--- config.mk ---
export PLATFORM = sky130hd
export DESIGN_NAME = mbs_port_master
export DESIGN_NICKNAME = d
export VERILOG_FILES = /design/src/rtl/mbs_port_master.sv
export SDC_FILE = /design/constraint.sdc
export NUM_CORES = 1
export LEC_CHECK = 0
export ABC_AREA = 1
export ABC_CLOCK_PERIOD_IN_PS = 3680
export CAP_MARGIN = 20
export CELL_PAD_IN_SITES_DETAIL_PLACEMENT = 0
export CELL_PAD_IN_SITES_GLOBAL_PLACEMENT = 1
export CORE_ASPECT_RATIO = 1.4
export CORE_UTILIZATION = 30
export DETAILED_ROUTE_END_ITERATION = 16
export PLACE_DENSITY = 0.86
export SLEW_MARGIN = 20
export SYNTH_ARGS = -nofsm -noshare
export SYNTH_HDL_FRONTEND = slang
export SYNTH_SLANG_ARGS = --single-unit
--- constraint.sdc ---
create_clock -name clk_sram -period 3.68 [get_ports clk_sram]
set_clock_uncertainty 0.2 [all_clocks]
set_input_delay 0.552 -clock clk_sram [delete_from_list [all_inputs] [get_ports clk_sram]]
set_output_delay 0.552 -clock clk_sram [all_outputs]
set_load 0.005 [all_outputs]
--- src/rtl/mbs_port_master.sv ---
// rtl/mbs_port_master.sv - mbs port initiator: slot-length request hold, one outstanding read with timeout
// Requests are held for one full round-robin period because the controller gives no ack.
module mbs_port_master #(
   parameter int          HOLD_CYCLES    = 4,
   parameter int          TIMEOUT_CYCLES = 64,
   parameter logic [31:0] ERR_DATA       = 32'hDEAD_BEEF
) (
   input  logic        clk_sram,
   input  logic        rst_sram,
   input  logic        i_cmd_valid,
   output logic        o_cmd_ready,
   input  logic        i_cmd_we,
   input  logic [17:0] i_cmd_adr,
   input  logic [31:0] i_cmd_wdata,
   input  logic [3:0]  i_cmd_be,
   output logic [17:0] o_mbs_req_adr,
   output logic        o_mbs_req_we,
   output logic [31:0] o_mbs_req_wdata,
   output logic [3:0]  o_mbs_req_be,
   output logic        o_mbs_req_valid,
   input  logic [31:0] i_mbs_resp_rdata,
   input  logic        i_mbs_resp_valid,
   output logic [31:0] o_rd_data,
   output logic        o_rd_valid,
   output logic        o_rd_err
);
   localparam int HW = (HOLD_CYCLES > 1) ? $clog2(HOLD_CYCLES) : 1;
   localparam int TW = (TIMEOUT_CYCLES > 1) ? $clog2(TIMEOUT_CYCLES) : 1;
   localparam logic [HW-1:0] HOLD_LAST = HW'(HOLD_CYCLES - 1);
   localparam logic [TW-1:0] TO_LAST   = TW'(TIMEOUT_CYCLES - 1);

   typedef enum logic [1:0] {S_IDLE, S_ISSUE, S_RD_WAIT, S_RD_DRAIN} state_t;

   state_t        r_state;
   state_t        w_state_nxt;
   logic [HW-1:0] r_hold_cnt;
   logic [TW-1:0] r_to_cnt;
   logic          w_hold_last;
   logic          w_to_last;
   logic          w_accept;

   assign w_hold_last = (r_hold_cnt == HOLD_LAST);
   assign w_to_last   = (r_to_cnt == TO_LAST);
   assign w_accept    = i_cmd_valid & o_cmd_ready;

   always_ff @(posedge clk_sram or posedge rst_sram) begin
      if (rst_sram) r_state <= S_IDLE;
      else          r_state <= w_state_nxt;
   end

   always_comb begin
      w_state_nxt = r_state;
      case (r_state)
         S_IDLE:     if (w_accept) w_state_nxt = S_ISSUE;
         S_ISSUE:
            if (w_hold_last) begin
               if (!o_mbs_req_we)  w_state_nxt = S_RD_WAIT;
               else if (!w_accept) w_state_nxt = S_IDLE;
            end
         S_RD_WAIT:  if (i_mbs_resp_valid || w_to_last) w_state_nxt = S_RD_DRAIN;
         S_RD_DRAIN: if (!i_mbs_resp_valid) w_state_nxt = S_IDLE;
         default:    w_state_nxt = S_IDLE;
      endcase
   end

   // Ready depends only on state, so it never follows i_cmd_valid combinationally.
   always_comb begin
      o_cmd_ready = 1'b0;
      case (r_state)
         S_IDLE:  o_cmd_ready = 1'b1;
         S_ISSUE: o_cmd_ready = o_mbs_req_we & w_hold_last;
         default: o_cmd_ready = 1'b0;
      endcase
   end

   always_ff @(posedge clk_sram or posedge rst_sram) begin
      if (rst_sram) begin
         o_mbs_req_adr   <= '0;
         o_mbs_req_we    <= 1'b0;
         o_mbs_req_wdata <= '0;
         o_mbs_req_be    <= '0;
         o_mbs_req_valid <= 1'b0;
         o_rd_data       <= '0;
         o_rd_valid      <= 1'b0;
         o_rd_err        <= 1'b0;
         r_hold_cnt      <= '0;
         r_to_cnt        <= '0;
      end else begin
         o_rd_valid <= 1'b0;
         o_rd_err   <= 1'b0;
         if (w_accept) begin
            o_mbs_req_adr   <= i_cmd_adr;
            o_mbs_req_we    <= i_cmd_we;
            o_mbs_req_wdata <= i_cmd_wdata;
            o_mbs_req_be    <= i_cmd_be;
            o_mbs_req_valid <= 1'b1;
            r_hold_cnt      <= '0;
         end else if (r_state == S_ISSUE) begin
            if (w_hold_last) o_mbs_req_valid <= 1'b0;
            else             r_hold_cnt      <= r_hold_cnt + 1'b1;
         end
         // A response arriving on the timeout cycle still delivers its data.
         if (r_state == S_RD_WAIT) begin
            if (i_mbs_resp_valid) begin
               o_rd_data  <= i_mbs_resp_rdata;
               o_rd_valid <= 1'b1;
            end else if (w_to_last) begin
               o_rd_data  <= ERR_DATA;
               o_rd_valid <= 1'b1;
               o_rd_err   <= 1'b1;
            end else begin
               r_to_cnt <= r_to_cnt + 1'b1;
            end
         end else begin
            r_to_cnt <= '0;
         end
      end
   end
endmodule

==> out/qor.csv, run 1 <==
stage;metric;value;unit
outcome;status;finished clean;
timing;postLayoutSetupSlackWorst;1.307;ns
final_layout;diodes;0;
critical_path;cp-end-kind;output pin;
floorplanning;rows;49;
timing;fin_crit_sh;64.47;%
critical_path;slowest_delay;0.52;ns
clock_tree;cts.hold.buffers_added;0;
synth;ys_warn_count;0;
timing;final-hold-violation-count;0;
flow_run;cap_violations;0;
floorplanning;start_util;31.16;%
critical_path;ff2ff_setup_slack;1.61;ns
hold_path;hold_start;o_rd_data[20]$_DFFE_PP0P_;
clock_tree;clock_path_buffers;2;
synth;synth-compound-area-share;0.9886;%
synth;ys_ff_latch;100;
synth;yosysSeqAreaShare;61.79;%
drt;avgViaCountPerCell;4.265;
placed_design;finalWeightedCongestion;0.7305;
timing;rsz0062_at_grt;no;
clock_tree;cts_inserted_buffers;9;
critical_path;arrival;1.62;ns
synth;synthAdderAreaFrac;0.6179;%
global_route;grt_use_met1;18.55;%
drt;vias;3540;
drt;finalWirelength;10.53;mm
clock_tree;cts-resized-gates;0;
clock_tree;htreeDepth;3;
drt;drt_iter0_drc;125;
critical_path;cp_cell_sequence;ha_1, nand3_1, nand2_1, clkdlybuf4s50_1;
critical_path;worst-path-stages;4;
critical_path;crit_slowest_cell;clkdlybuf4s50_1;
drt;remaining_drc_errors;0;
placed_design;pre_cts_ws;1.280;ns
critical_path;worstPathRequired;2.93;ns
floorplanning;die_h;139.5;um
critical_path;crit_path_start_kind;flip-flop;
clock_tree;clock_latency;0.33;ns
hold_path;holdPathStages;2;
final_layout;layout_common_cells;nand2_1, clkdlybuf4s50_1, dfrtp_1;
final_layout;final_layout_size_suffix_gt1_share;4.755;%
final_layout;fillers;1282;
critical_path;r2r_cells;7;
timing;finalCriticalPeriod;2.373;ns
drt;first_pass_iters;4;
pwr;ir_worst_vdd;330.2;uV
hold_path;hp-class;reg -> reg;
placed_design;place_area;5974;um2
critical_path;crit_family;buffers and inverters;
global_route;grt_pass1_wl;17.51;mm
drt;wl_per_cell;12.69;um
timing;slew_headroom;37.57;%
global_route;grt_pass1_vias;3715;
global_route;grt-busiest-layer;met2;
timing;setup_viol;0;
global_route;grt_max_degree;58;
final_layout;final_common_cell;nand2_1;
floorplanning;fp.dieW;100.2;um
critical_path;r2r-start;r_to_cnt[0]$_DFFE_PP0P_;
global_route;grt.overflow.total;0;
timing;max_clock_freq;0.4215;GHz
final_layout;synthToLayoutAreaGrowth;55.85;%
synth;syn_inst;469;
global_route;gr-usage-met3;4.822;%
synth;synth.distinct_cells;19;
clock_tree;cts.sinks;100;
timing;slew_violations;0;
clock_tree;cts_tree;built;
global_route;grt_usage;15.82;%
clock_tree;cts_root_buf;clkbuf_16;
global_route;antenna_found_initial;0;
placed_design;port_buffers;181;
final_layout;register_area;2502;um2
placed_design;hpwl;7.552;mm
final_layout;num-nets-final;740;
pwr;powerDensity;771.7;nW/um2
synth;synth_mux_area_share;0;%
critical_path;critPathKind;reg -> out;
timing;setup_tns;0;ns
critical_path;reg2reg_to;o_rd_data[4]$_DFFE_PP0P_;
synth;synth_top_family_by_area;simple AND/OR/NAND/NOR gates;
hold_path;hold_end;o_rd_data[20]$_DFFE_PP0P_;
floorplanning;ios;182;
final_layout;final_util;48.57;%
final_layout;stdcell_count;830;
synth;synth_simple_gate_area_share;30.49;%
final_layout;multiInputGateArea;1338;um2
drt;antenna_left;0;
timing;tightestPinTransition;0.9365;ns
synth;netlist_area;4050;um2
clock_tree;clk_pin_slew_worst_paths;0.06;ns
synth;avgSynthCellArea;8.636;um2
global_route;use_met2;26.39;%
critical_path;path_max_fanout;3;
synth;synth_xor_area_share;0.8650;%
placed_design;dp.cells;814;
final_layout;postLayoutCellArea;6312;um2
floorplanning;die_area;13980;um2
clock_tree;cts_setup_buffers;0;
pwr;p_leak;2.998;nW
floorplanning;coreArea;13000;um2
critical_path;critPathBufInv;1;
synth;synthesis.nets;562;
-- cell families (layout without fill, tap and decap cells) --
logic type / after synthesis / count (layout)
XOR/XNOR: 4 / 4
AND/OR/NAND/NOR: 320 / 320
flip-flops: 100 / 100
buffers and inverters: 35 / 218
AO/OA/AOI/OAI: 8 / 8
adder cells (fa/ha/maj): 2 / 2
-- worst reg2reg max path, delay by kind of cell (launching register included) --
family	cells	cell delay, ns
AOI/OAI and AO/OA	1	0.57
DFF	1	0.43
adders and majority gates	1	0.28
and+or+nand+nor	4	0.26
buffers and inverters	1	0.26
-- layout make-up --
| class | count | area share [%] |
|---|---|---|
| Inverter | 16 | 0.9911 |
| Timing Repair Buffer | 186 | 29.30 |
| Tap cell | 178 | 3.528 |
| Multi-Input combinational cell | 334 | 21.19 |
| Clock buffer | 13 | 4.281 |
| Sequential cell | 100 | 39.64 |
| Clock inverter | 3 | 1.070 |
-- synth_stat cells --
library cell,number,area (um2)
a21oi_1,1,5.000
buf_2,5,25.02
buf_4,8,60.06
buf_6,6,67.56
dfrtp_1,100,2502
ha_1,2,25.02
inv_1,12,45.04
inv_2,4,15.01
nand2_1,217,814.5
nand2_2,1,6.260
nand3_1,12,60.06
nand3_2,1,10.01
nand4_1,1,6.260
nor2_1,85,319.1
nor2_2,3,18.77
o21ai_0,6,30.03
o21ai_1,1,5.000
xnor2_1,1,8.760
xor2_1,3,26.28
-- power breakdown --
group | switching [mW] | internal (mW) | total, mW | leakage [nW]
logic | 0.819 | 1.13 | 1.95 | 1.62
registers | 0.289 | 1.59 | 1.88 | 1.21
clock network | 0.390 | 0.652 | 1.04 | 0.162
-- through the flow --
step | power (mW) | hold slack [ns]
2_1_floorplan | 2.658 | 0.2654
3_3_place_gp | 3.817 | 0.2595
3_5_place_dp | 3.882 | 0.2626
4_1_cts | 4.963 | 0.2796
5_1_grt | 5.243 | 0.3003
6_report | 4.871 | 0.2725
-- sequential cells by signal, summed over array words and instances (netlist names), named ones only --
register and cells:
r_state 1, o_mbs_req_wdata 32, r_hold_cnt 2, o_rd_err 1
o_mbs_req_we 1, o_rd_valid 1, o_mbs_req_valid 1, o_mbs_req_adr 18
r_to_cnt 6, o_mbs_req_be 4, o_rd_data 32
-- how the worst max path moves through the flow --
stage	from	to	slack [ns]
6_report	r_hold_cnt[0]$_DFFE_PP0P_	o_cmd_ready	1.31
5_1_grt	r_hold_cnt[0]$_DFFE_PP0P_	o_cmd_ready	1.19
4_1_cts	r_hold_cnt[0]$_DFFE_PP0P_	o_cmd_ready	1.27
3_5_place_dp	i_cmd_valid	o_mbs_req_we$_DFFE_PP0P_	1.28
3_3_place_gp	i_cmd_valid	o_mbs_req_we$_DFFE_PP0P_	1.32
2_1_floorplan	rst_sram	async pin	0.31
-- per-layer routing --
metal	share of wire, %	routed length [um]
met1	41	4355
met2	49	5124
met3	7.6	803
met4	2.4	250
met5	0	0
Power figures use the tool's default switching activity.
==> run 2, diff against run 1 <==
--- a/config.mk
+++ b/config.mk
@@ -6,7 +6,7 @@
 export NUM_CORES = 1
 export LEC_CHECK = 0
 export ABC_AREA = 1
-export ABC_CLOCK_PERIOD_IN_PS = 3680
+export ABC_CLOCK_PERIOD_IN_PS = 2200
 export CAP_MARGIN = 20
 export CELL_PAD_IN_SITES_DETAIL_PLACEMENT = 0
 export CELL_PAD_IN_SITES_GLOBAL_PLACEMENT = 1
==> constraint.sdc (replaced) <==
create_clock -name clk_sram -period 2.2 [get_ports clk_sram]
set_clock_uncertainty 0.2 [all_clocks]
set_input_delay 0.33 -clock clk_sram [delete_from_list [all_inputs] [get_ports clk_sram]]
set_output_delay 0.33 -clock clk_sram [all_outputs]
set_load 0.005 [all_outputs]
==> out/qor.csv, run 2 (synthesized netlist as in run 1, its figures left out) <==
stage;metric;value;unit
outcome;status;finished clean;
timing;postLayoutSetupSlackWorst;0.3473;ns
timing;slew_violations;0;
drt;avgViaCountPerCell;4.252;
timing;final-hold-violation-count;0;
critical_path;path_max_fanout;30;
global_route;gr-usage-met3;5.726;%
clock_tree;htreeDepth;3;
floorplanning;start_util;31.16;%
drt;antenna_left;0;
clock_tree;cts_setup_buffers;0;
floorplanning;coreArea;13000;um2
timing;hold_ws;0.2398;ns
pwr;powerDensity;1256;nW/um2
timing;max_clock_freq;0.5398;GHz
critical_path;r2r-start;r_to_cnt[0]$_DFFE_PP0P_;
global_route;grt_use_met1;18.45;%
final_layout;final_layout_size_suffix_gt1_share;5.657;%
timing;setup_viol;0;
global_route;grt-busiest-layer;met2;
placed_design;pre_cts_ws;0.3535;ns
critical_path;cp_cell_sequence;ha_1, nand3_2, nor2_2, nor2_1, nor2_2, buf_4, o21ai_0;
floorplanning;fp.dieW;100.2;um
final_layout;synthToLayoutAreaGrowth;56.01;%
floorplanning;ios;182;
final_layout;diodes;0;
drt;vias;3538;
timing;setup_tns;0;ns
final_layout;num-nets-final;742;
global_route;grt_usage;15.78;%
critical_path;arrival;1.86;ns
placed_design;finalWeightedCongestion;0.7268;
critical_path;crit_slowest_cell;dfrtp_1;
placed_design;hpwl;7.386;mm
critical_path;worstPathRequired;2.21;ns
clock_tree;cts_tree;built;
pwr;p_leak;2.980;nW
critical_path;crit_start;r_to_cnt[0]$_DFFE_PP0P_;
global_route;grt_pass1_wl;17.38;mm
drt;finalWirelength;10.39;mm
floorplanning;die_h;139.5;um
pwr;ir_worst_vdd;531.0;uV
timing;finalCriticalPeriod;1.853;ns
critical_path;r2r_cells;7;
critical_path;slowest_delay;0.43;ns
clock_tree;cts_inserted_buffers;9;
final_layout;layout_common_cells;nand2_1, clkdlybuf4s50_1, dfrtp_1;
timing;slew_headroom;72.65;%
drt;remaining_drc_errors;0;
timing;fin_crit_sh;84.21;%
clock_tree;clock_path_buffers;2;
critical_path;critPathKind;reg -> reg;
global_route;antenna_found_initial;0;
final_layout;final_util;48.61;%
drt;wl_per_cell;12.49;um
global_route;grt_pass1_vias;3607;
clock_tree;clk_pin_slew_worst_paths;0.07;ns
final_layout;reg.largest.list;o_mbs_req_wdata (32), o_rd_data (32), o_mbs_req_adr (18);
clock_tree;cts.sinks;100;
final_layout;postLayoutCellArea;6319;um2
clock_tree;cts.hold.buffers_added;0;
drt;first_pass_iters;4;
global_route;grt.overflow.total;0;
flow_run;cap_violations;0;
critical_path;cpMostUsedCell;nor2_2;
clock_tree;clock_latency;0.34;ns
placed_design;place_area;6028;um2
timing;rsz0062_at_grt;no;
placed_design;port_buffers;181;
floorplanning;rows;49;
timing;tightestPinTransition;0.4096;ns
critical_path;ff2ff_setup_slack;0.35;ns
clock_tree;cts-resized-gates;0;
clock_tree;cts_root_buf;clkbuf_16;
hold_path;hp-class;in -> async;
final_layout;final_common_cell;nand2_1;
global_route;use_met2;26.75;%
floorplanning;die_area;13980;um2
critical_path;cp-end-kind;flip-flop;
global_route;grt_max_degree;76;
drt;drt_iter0_drc;89;
critical_path;reg2reg_to;r_to_cnt[5]$_DFFE_PP0P_;
critical_path;crit_path_start_kind;flip-flop;
==> run 2: cell type report <==
| type | instances | area [um2] |
|---|---|---|
| Tap cell | 178 | 222.7 |
| Fill cell | 1265 | 6679 |
| Sequential cell | 100 | 2505 |
| Multi-Input combinational cell | 334 | 1343 |
| Inverter | 16 | 63.81 |
| Timing Repair Buffer | 188 | 1904 |
| Clock inverter | 5 | 37.54 |
| Clock buffer | 11 | 242.7 |
==> run 2: metrics by stage <==
step | total power [mW] | std cells
after CTS | 8.074 | 832
after floorplan | 4.446 | 469
after global routing | 8.592 | 832
after global placement | 6.442 | 816
after detailed placement | 6.534 | 816
final | 7.939 | 832
==> run 2: per-layer routing <==
layer  vias to the layer above  part of all wire [%]
met4                         0                   1.4
met3                         9                   8.0
met5                         -                     0
met2                       122                    50
met1                      1634                    41
li1                       1773                     -
==> run 2: how the worst max path moves through the flow <==
stage	end	cells past startpoint	slack (ns)
floorplan	async pin	1	0.48
global placement	o_cmd_ready	4	0.42
detailed placement	r_to_cnt[5]$_DFFE_PP0P_	7	0.35
CTS	o_cmd_ready	4	0.02
global route	r_to_cnt[5]$_DFFE_PP0P_	7	0.21
finish	r_to_cnt[5]$_DFFE_PP0P_	7	0.35
==> run 2: power by group <==
group / switching (mW) / leakage [nW] / internal, mW / total, mW
combinational: 1.38 / 1.65 / 1.94 / 3.32
clock: 0.676 / 0.120 / 0.798 / 1.47
sequential: 0.487 / 1.21 / 2.66 / 3.15
==> run 2: critical path: cells and delay by family (launching register included) <==
family,cells,cell delay [ns]
buffers and inverters,1,0.29
AND/OR/NAND/NOR,4,0.42
AO/OA/AOI/OAI,1,0.13
flip-flops,1,0.43
adder cells (fa/ha/maj),1,0.25
==> run 3, diff against run 2 <==
--- a/config.mk
+++ b/config.mk
@@ -6,14 +6,14 @@
 export NUM_CORES = 1
 export LEC_CHECK = 0
 export ABC_AREA = 1
-export ABC_CLOCK_PERIOD_IN_PS = 2200
+export ABC_CLOCK_PERIOD_IN_PS = 1600
 export CAP_MARGIN = 20
 export CELL_PAD_IN_SITES_DETAIL_PLACEMENT = 0
 export CELL_PAD_IN_SITES_GLOBAL_PLACEMENT = 1
 export CORE_ASPECT_RATIO = 1.4
-export CORE_UTILIZATION = 30
+export CORE_UTILIZATION = 27
 export DETAILED_ROUTE_END_ITERATION = 16
-export PLACE_DENSITY = 0.86
+export PLACE_DENSITY = 0.82
 export SLEW_MARGIN = 20
 export SYNTH_ARGS = -nofsm -noshare
 export SYNTH_HDL_FRONTEND = slang
==> constraint.sdc (replaced) <==
create_clock -name clk_sram -period 1.6 [get_ports clk_sram]
set_clock_uncertainty 0.2 [all_clocks]
set_input_delay 0.24 -clock clk_sram [delete_from_list [all_inputs] [get_ports clk_sram]]
set_output_delay 0.24 -clock clk_sram [all_outputs]
set_load 0.005 [all_outputs]
==> out/qor.csv, run 3 (synthesized netlist as in run 1, its figures left out) <==
stage;metric;value;unit
floorplanning;die_area;15500;um2
critical_path;crit_family;simple AND/OR/NAND/NOR gates;
global_route;grt_pass1_vias;3898;
critical_path;cp-end-kind;flip-flop;
timing;slew_violations;0;
drt;finalWirelength;12.60;mm
clock_tree;cts.hold.buffers_added;0;
global_route;grt_usage;15.10;%
floorplanning;die_h;146.9;um
outcome;status;finished with violations;
critical_path;path_max_fanout;7;
pwr;fin_total_pwr;11.37;mW
pwr;ir_worst_vdd;616.1;uV
critical_path;crit_path_start_kind;flip-flop;
global_route;grt.overflow.total;0;
timing;setup_viol;85;
final_layout;synthToLayoutAreaGrowth;71.49;%
final_layout;final_common_cell;nand2_1;
timing;setup_tns;-2.385;ns
floorplanning;coreArea;14570;um2
placed_design;port_buffers;181;
critical_path;slowest_delay;0.40;ns
timing;fin_crit_sh;103.5;%
clock_tree;clock_path_buffers;2;
drt;vias;3809;
global_route;grt_max_degree;57;
critical_path;ff2ff_setup_slack;-0.06;ns
drt;remaining_drc_errors;0;
clock_tree;cts_inserted_buffers;9;
critical_path;r2r_cells;9;
final_layout;final_util;47.66;%
floorplanning;rows;52;
placed_design;pre_cts_ws;-0.1025;ns
placed_design;dp.cells;845;
timing;hold_ws;0.1608;ns
final_layout;stdcell_count;885;
floorplanning;fp.dieW;105.5;um
placed_design;finalWeightedCongestion;0.7504;
critical_path;arrival;1.72;ns
critical_path;cpMostUsedCell;nor2_4;
critical_path;critPathKind;reg -> reg;
final_layout;diodes;0;
timing;postLayoutSetupSlackWorst;-0.05678;ns
critical_path;critPathBufInv;2;
drt;antenna_left;0;
critical_path;worstPathRequired;1.67;ns
critical_path;crit_slowest_cell;dfrtp_1;
critical_path;crit_start;r_to_cnt[1]$_DFFE_PP0P_;
hold_path;hp-class;in -> async;
clock_tree;clk_pin_slew_worst_paths;0.06;ns
timing;slew_headroom;73.35;%
pwr;p_leak;3.484;nW
clock_tree;cts_root_buf;clkbuf_16;
global_route;grt_pass1_wl;18.67;mm
critical_path;cp_cell_sequence;ha_4, nand3_4, nor2_4, nor2_4, nor2_4, buf_6, buf_16, nor2_2, nor2_1;
placed_design;place_area;6217;um2
final_layout;final_layout_size_suffix_gt1_share;16.52;%
timing;rsz0062_at_grt;yes;
floorplanning;start_util;27.79;%
timing;finalCriticalPeriod;1.657;ns
critical_path;worst-path-stages;9;
timing;tightestPinTransition;0.3991;ns
flow_run;cap_violations;0;
clock_tree;cts.sinks;100;
global_route;antenna_found_initial;0;
final_layout;reg.largest.list;o_mbs_req_wdata (32), o_rd_data (32), o_mbs_req_adr (18);
final_layout;postLayoutCellArea;6945;um2
timing;final-hold-violation-count;0;
critical_path;r2r-start;r_to_cnt[1]$_DFFE_PP0P_;
drt;wl_per_cell;14.24;um
clock_tree;cts_tree;built;
drt;avgViaCountPerCell;4.304;
final_layout;num-nets-final;784;
timing;max_clock_freq;0.6036;GHz
placed_design;hpwl;7.636;mm
clock_tree;htreeDepth;3;
outcome;violations;negative setup slack;
pwr;powerDensity;1637;nW/um2
drt;drt_iter0_drc;102;
drt;first_pass_iters;4;
final_layout;layout_common_cells;nand2_1, dfrtp_1, clkdlybuf4s50_1, dlygate4sd2_1, nor2_1;
floorplanning;ios;182;
clock_tree;clock_latency;0.34;ns
[run 3: cell types whose count changed in the layout (fill, tap and decap cells not counted), sizes merged]
cell and change:
buf +38, inv +1, clkdlybuf4s50 -90, clkinvlp -4, clkinv +2, dlymetal6s2s -1, clkbuf +5, dlygate4sd2 +90
bufinv +1
[run 3: metal layers]
metal | part of all wire [%] | GRT usage [%] | wire length (um) | vias to the layer above
li1 | - | - | - | 1858
met1 | 37 | 16.81 | 4719 | 1789
met2 | 53 | 26.41 | 6686 | 137
met3 | 6.7 | 3.949 | 838 | 25
met4 | 2.8 | 7.708 | 353 | 0
met5 | 0 | 0 | 0 | -
[run 3: cell type report]
cell class,instances,area [um2]
clock buffer,11,242.7
clock inverter,5,60.06
fill,1440,7629
inverter,16,71.32
multi-input combinational,334,1523
sequential,100,2502
tap,189,236.5
timing repair buffer,230,2310
[run 3: timing repair]
action                     4_1_cts  5_1_grt
pin swaps                        2        8
setup endpoints to repair      121       99
gates cloned                     2        9
resized for setup              125       37
setup buffers                   12        1
[run 3: path summary, 6_finish.rpt]
check                                                        to
worst max-delay path                  o_rd_data[27]$_DFFE_PP0P_
worst min-delay path                    r_to_cnt[3]$_DFFE_PP0P_
worst max register to register        o_rd_data[27]$_DFFE_PP0P_
worst min register to register         o_rd_data[4]$_DFFE_PP0P_
max in group asynchronous        o_mbs_req_wdata[3]$_DFFE_PP0P_
min in group clk_sram           o_mbs_req_wdata[16]$_DFFE_PP0P_
[run 3: tightest hold or removal path, delay by kind of cell]
| kind | cells | cell delay (ns) |
|---|---|---|
| buf+inv | 3 | 0.79 |
[run 3: where the power goes]
group / total [mW] / switching, mW / internal [mW]
sequential: 4.29 / 0.634 / 3.65
clock: 2.20 / 0.935 / 1.26
combinational: 4.89 / 2.28 / 2.60
total: 11.4 / 3.85 / 7.52
==> variant 1, RTL diff (settings of run 1) <==
Put one more register stage on the output `o_rd_err`, with the module's reset. The value now appears one clock later. The other outputs are not delayed to match.
--- a/src/rtl/mbs_port_master.sv
+++ b/src/rtl/mbs_port_master.sv
@@ -32,2 +32,4 @@
    typedef enum logic [1:0] {S_IDLE, S_ISSUE, S_RD_WAIT, S_RD_DRAIN} state_t;
+
+   logic o_rd_err_s0;
 
@@ -84,3 +86,3 @@
          o_rd_valid      <= 1'b0;
-         o_rd_err        <= 1'b0;
+         o_rd_err_s0     <= 1'b0;
          r_hold_cnt      <= '0;
@@ -89,3 +91,3 @@
          o_rd_valid <= 1'b0;
-         o_rd_err   <= 1'b0;
+         o_rd_err_s0 <= 1'b0;
          if (w_accept) begin
@@ -109,3 +111,3 @@
                o_rd_valid <= 1'b1;
-               o_rd_err   <= 1'b1;
+               o_rd_err_s0 <= 1'b1;
             end else begin
@@ -118,2 +120,10 @@
    end
+   always_ff @(posedge clk_sram or posedge rst_sram) begin
+      if (rst_sram) begin
+         o_rd_err <= '0;
+      end else begin
+         o_rd_err <= o_rd_err_s0;
+      end
+   end
+
 endmodule
Check against the original RTL: same outputs for any inputs over 10 cycles, from zero or initial values and one cycle with rst_sram high; that may be too few to reach the edited logic, so the function may still have changed.
==> variant 1 against run 1 <==
Routed wire length decreased by 1.5%. Register-to-register slack better by 0.05 ns. Power decreased by 2.2%. Critical endpoint unchanged. Design area down 0.26%. Setup slack worse by 0.040 ns. Sequential cell count is 1 higher. Area after synthesis grew 0.62%. Combinational power is essentially flat. Critical path depth unchanged. Maximum frequency is 1.7% lower. Via count increased by 0.82%. Hold slack got worse by 0.12 ns.
==> variant 1: results (changes against run 1) <==
{
  "yosys.area_share.xor_xnor": {"value": 0.860, "unit": "%", "change": "-0.0053 points"},
  "outcome": "completed",
  "critical_path_peak_fanout": {"value": 9, "change": "+6"},
  "grtUsageMet1": {"value": 18.3, "unit": "%", "change": "-0.27 points"},
  "power_frac_seq": {"value": 39.4, "unit": "%", "change": "+0.9 points"},
  "first_iter_violations": {"value": 151, "change": "+21%"},
  "timing_worst_slew_pin_value": {"value": 0.892, "unit": "ns", "change": "-0.0446 ns"},
  "ir_worst_vdd": {"value": 375, "unit": "uV", "change": "+14%"},
  "layout-drive-gt1-share": {"value": 4.30, "unit": "%", "change": "-0.45 points"},
  "top_signal_layer_used": "met4",
  "n_fill_cell": {"value": 1319, "change": "+2.9%"},
  "synth_fp_nets": {"value": 563, "change": "+0.18%"},
  "power.share.combinational": {"value": 40.9, "unit": "%", "change": "+0.8 points"},
  "num_vias": {"value": 3569, "change": "+0.82%"},
  "gpl.final_weighted_congestion": {"value": 0.766, "change": "+4.8%"},
  "number_of_placed_instances_with_taps_included": {"value": 817, "change": "+0.37%"},
  "detailed_place_hpwl": {"value": 7410, "unit": "um", "change": "-1.9%"},
  "yosys-top-cells-count": "sky130_fd_sc_hd__nand2_1, sky130_fd_sc_hd__dfrtp_1, sky130_fd_sc_hd__nor2_1, sky130_fd_sc_hd__inv_1, sky130_fd_sc_hd__nand3_1",
  "routedLengthMet1": {"value": 4300, "unit": "um", "change": "-1.3%"},
  "wl_met2": {"value": 5310, "unit": "um", "change": "+3.7%"},
  "netSwitchingPower": {"value": 1490, "unit": "uW", "change": "-0.57%"},
  "grt_pass1_vias": {"value": 3486, "change": "-6.2%"},
  "final_nets": {"value": 739, "change": "-0.14%"},
  "synth_compound_area_share": {"value": 0.982, "unit": "%", "change": "-0.0061 points"},
  "synth_seq_area_share": {"value": 62.0, "unit": "%", "change": "+0.23 points"},
  "postRouteWirelength": {"value": 10400, "unit": "um", "change": "-1.5%"},
  "static-leakage-power": {"value": 0.00299, "unit": "uW", "change": "-0.33%"},
  "synthesis.area_per_instance": {"value": 8.67, "unit": "sq um", "change": "+0.40%"},
  "postPlaceCellArea": {"value": 0.00600, "unit": "sq mm", "change": "+0.46%"},
  "grt.met3_usage": {"value": 1.95, "unit": "%", "change": "-2.9 points"},
  "layout.area.seq": {"value": 0.00253, "unit": "sq mm", "change": "+1.0%"},
  "power_clock": {"value": 938, "unit": "uW", "change": "-9.8%"},
  "critical-path-max-stage-delay": {"value": 0.54, "unit": "ns", "change": "+0.02 ns"},
  "first_pass_grt_wire_length": {"value": 17000, "unit": "um", "change": "-2.8%"},
  "wire_per_inst": {"value": 12.5, "unit": "um", "change": "-1.8%"}
}
## variant 1: cell count changes after synthesis
cell                      before  now
sky130_fd_sc_hd__dfrtp_1     100  101
## variant 1: cell type report
| class | instances | area share [%] |
|---|---|---|
| clock buffer | 12 | 3.91 |
| clock inverter | 4 | 0.755 |
| inverter | 16 | 0.994 |
| multi-input combinational | 334 | 21.2 |
| sequential | 101 | 40.1 |
| tap | 182 | 3.62 |
| timing repair buffer | 184 | 29.3 |
## variant 1: path summary, 6_finish.rpt
| kind | slack, ns | start | cells past startpoint | end |
|---|---|---|---|---|
| min in group asynchronous | 0.44 | rst_sram | 2 | o_mbs_req_wdata[10] |
| worst min-delay path | 0.16 | o_rd_err_s0 | 0 | o_rd_err |
| worst max-delay path | 1.27 | r_state[0] | 4 | o_cmd_ready |
| worst max register to register | 1.66 | r_state[0] | 7 | o_mbs_req_wdata[13] |
| worst min register to register | 0.16 | o_rd_err_s0 | 0 | o_rd_err |
| max in group asynchronous | 2.11 | rst_sram | 3 | o_rd_data[31] |
==> variant 2, RTL diff (config.mk and constraints of run 1) <==
Made on the original files. `HOLD_CYCLES`: 4 -> 8.
--- a/src/rtl/mbs_port_master.sv
+++ b/src/rtl/mbs_port_master.sv
@@ -3,3 +3,3 @@
 module mbs_port_master #(
-   parameter int          HOLD_CYCLES    = 4,
+   parameter int          HOLD_CYCLES    = 8,
    parameter int          TIMEOUT_CYCLES = 64,
Check against the original RTL: not equivalent (a bounded check fails within 10 cycles, from zero or initial values and one cycle with rst_sram high).
==> variant 2 against run 1 <==
Design area increased by 0.79%. Largest power group is now sequential cells. Register-to-register slack lost 0.11 ns. Setup slack got worse by 0.16 ns. Critical endpoint unchanged. Area after synthesis up 1.8%. Largest cell class unchanged. Core utilization shrank 1.0 points. First-iteration DRC count down 3.2%. Count of clock-buffer cells in the layout down 3. Clock power shrank 4%. Routed wire length fell by 0.63%. Power decreased by 2.4%. Maximum frequency down 6.2%. Sequential cell count up 1.
==> variant 2: results (changes against run 1) <==
{
  "outcome": "completed",
  "ys_dominant_reg_cell": "sky130_fd_sc_hd__dfrtp_1",
  "number_of_placed_instances_with_taps_included": {"value": 824, "change": "+1.2%"},
  "final_nets": {"value": 747, "change": "+0.95%"},
  "timing.rr.start": "r_hold_cnt[0]",
  "synthesis.area_per_instance": {"value": 8.65, "unit": "sq um", "change": "+0.11%"},
  "timing_worst_slew_pin_value": {"value": 0.925, "unit": "ns", "change": "-0.0116 ns"},
  "yosys.area_share.xor_xnor": {"value": 0.850, "unit": "%", "change": "-0.015 points"},
  "synth_seq_area_share": {"value": 61.3, "unit": "%", "change": "-0.50 points"},
  "worst_hold_path_type": "reg -> reg",
  "min_delay_worst_endpoint": "o_rd_data[17]",
  "first_pass_grt_wire_length": {"value": 17300, "unit": "um", "change": "-1.4%"},
  "postPlaceCellArea": {"value": 0.00605, "unit": "sq mm", "change": "+1.2%"},
  "ctsHtreeMaxLevel": {"value": 3, "change": "unchanged"},
  "num_vias": {"value": 3590, "change": "+1.4%"},
  "synth_adder_area_share": {"value": 0.910, "unit": "%", "change": "+0.29 points"},
  "crit_arrival": {"value": 1.78, "unit": "ns", "change": "+0.16 ns"},
  "cts.root.buffer_cell": "sky130_fd_sc_hd__clkbuf_16",
  "critical_path_peak_fanout": {"value": 3, "change": "unchanged"},
  "place_worst_setup_slack": {"value": 1.31, "unit": "ns", "change": "+0.0350 ns"},
  "r2r.worst_path.cells": {"value": 8, "change": "+1"},
  "static-leakage-power": {"value": 0.00304, "unit": "uW", "change": "+1.4%"},
  "gr-usage-all-layers": {"value": 15.4, "unit": "%", "change": "-0.44 points"},
  "synth_compound_area_share": {"value": 0.850, "unit": "%", "change": "-0.14 points"},
  "first_iter_violations": {"value": 121, "change": "-3.2%"},
  "post_layout_nonfiller_instances": {"value": 839, "change": "+1.1%"},
  "clkSlewWorstSetupHoldPaths": {"value": 0.06, "unit": "ns", "change": "about the same"},
  "setup.reg_to_reg.worst_slack": {"value": 1.50, "unit": "ns", "change": "-0.11 ns"},
  "hold_path_startpoint": "o_rd_data[17]",
  "synth.area.top_cells": "sky130_fd_sc_hd__dfrtp_1, sky130_fd_sc_hd__nand2_1, sky130_fd_sc_hd__nor2_1, sky130_fd_sc_hd__buf_6, sky130_fd_sc_hd__nand3_1",
  "detailed_place_hpwl": {"value": 7420, "unit": "um", "change": "-1.7%"},
  "synthArstFlopShare": {"value": 100, "unit": "%", "change": "unchanged"},
  "synth_fp_nets": {"value": 571, "change": "+1.6%"},
  "ir_worst_vdd": {"value": 339, "unit": "uV", "change": "+2.5%"},
  "gpl.final_weighted_congestion": {"value": 0.791, "change": "+8.3%"},
  "yosys-top-cells-count": "sky130_fd_sc_hd__nand2_1, sky130_fd_sc_hd__dfrtp_1, sky130_fd_sc_hd__nor2_1, sky130_fd_sc_hd__inv_1, sky130_fd_sc_hd__nand3_1",
  "layout-drive-gt1-share": {"value": 4.57, "unit": "%", "change": "-0.19 points"},
  "crit-reg2reg-capture": "o_mbs_req_wdata[30]"
}
-- variant 2: cell types whose count changed after synthesis, sizes merged --
cell | before | now
ha | 2 | 3
nand2 | 218 | 224
inv | 16 | 17
dfrtp | 100 | 101
o21ai | 7 | 6
-- variant 2: where the power goes --
part           switching, uW  internal, uW  total, uW
Clock                    397           607       1000
Combinational            762          1110       1870
Sequential               286          1590       1880
-- variant 2: metal layers --
metal	global-route usage, %	vias up	part of all wire (%)
li1	-	1783	-
met3	5.16	16	7.6
met1	17.7	1665	41
met2	25.9	126	49
met5	0	-	0
met4	6.41	0	2.3
-- variant 2: worst max-delay path by stage --
stage	endpoint	depth (start not counted)	slack, ns
final	o_cmd_ready	5	1.15
after global placement	o_mbs_req_we	4	1.33
after CTS	o_cmd_ready	5	1.12
after floorplan	asynchronous set/reset pin	1	0.28
after detailed placement	o_mbs_req_wdata[30]	5	1.31
after global routing	o_cmd_ready	5	1.07
-- variant 2: cell type report --
| type | count | area (sq um) |
|---|---|---|
| flip-flops and latches | 101 | 2530 |
| well taps | 182 | 228 |
| repair buffers | 184 | 1850 |
| fillers | 1327 | 7030 |
| clock buffers | 10 | 239 |
| inverters | 17 | 66.3 |
| clock inverters | 5 | 75.1 |
| multi-input cells | 340 | 1380 |
-- variant 2: kinds of logic after synthesis --
logic type,Yosys count
adders and majority gates,3
buffers and inverters,36
xor gates and xnor gates,4
AOI/OAI and AO/OA,7
DFF,101
and+or+nand+nor,326
-- variant 2: critical path, stage by stage, from the launching register on --
cell,delay (ns)
sky130_fd_sc_hd__dfrtp_1,0.40
sky130_fd_sc_hd__ha_1,0.21
sky130_fd_sc_hd__ha_1,0.21
sky130_fd_sc_hd__nand3_1,0.10
sky130_fd_sc_hd__nand2_2,0.08
sky130_fd_sc_hd__clkdlybuf4s50_1,0.45
-- variant 2: stage by stage --
| step | hold slack [ns] | util, % |
|---|---|---|
| finish | 0.271 | 47.5 |
| global route | 0.297 | 47.5 |
| CTS | 0.275 | 47.5 |
| detailed placement | 0.259 | 45.2 |
| global placement | 0.257 | 45.2 |
| floorplan | 0.265 | - |
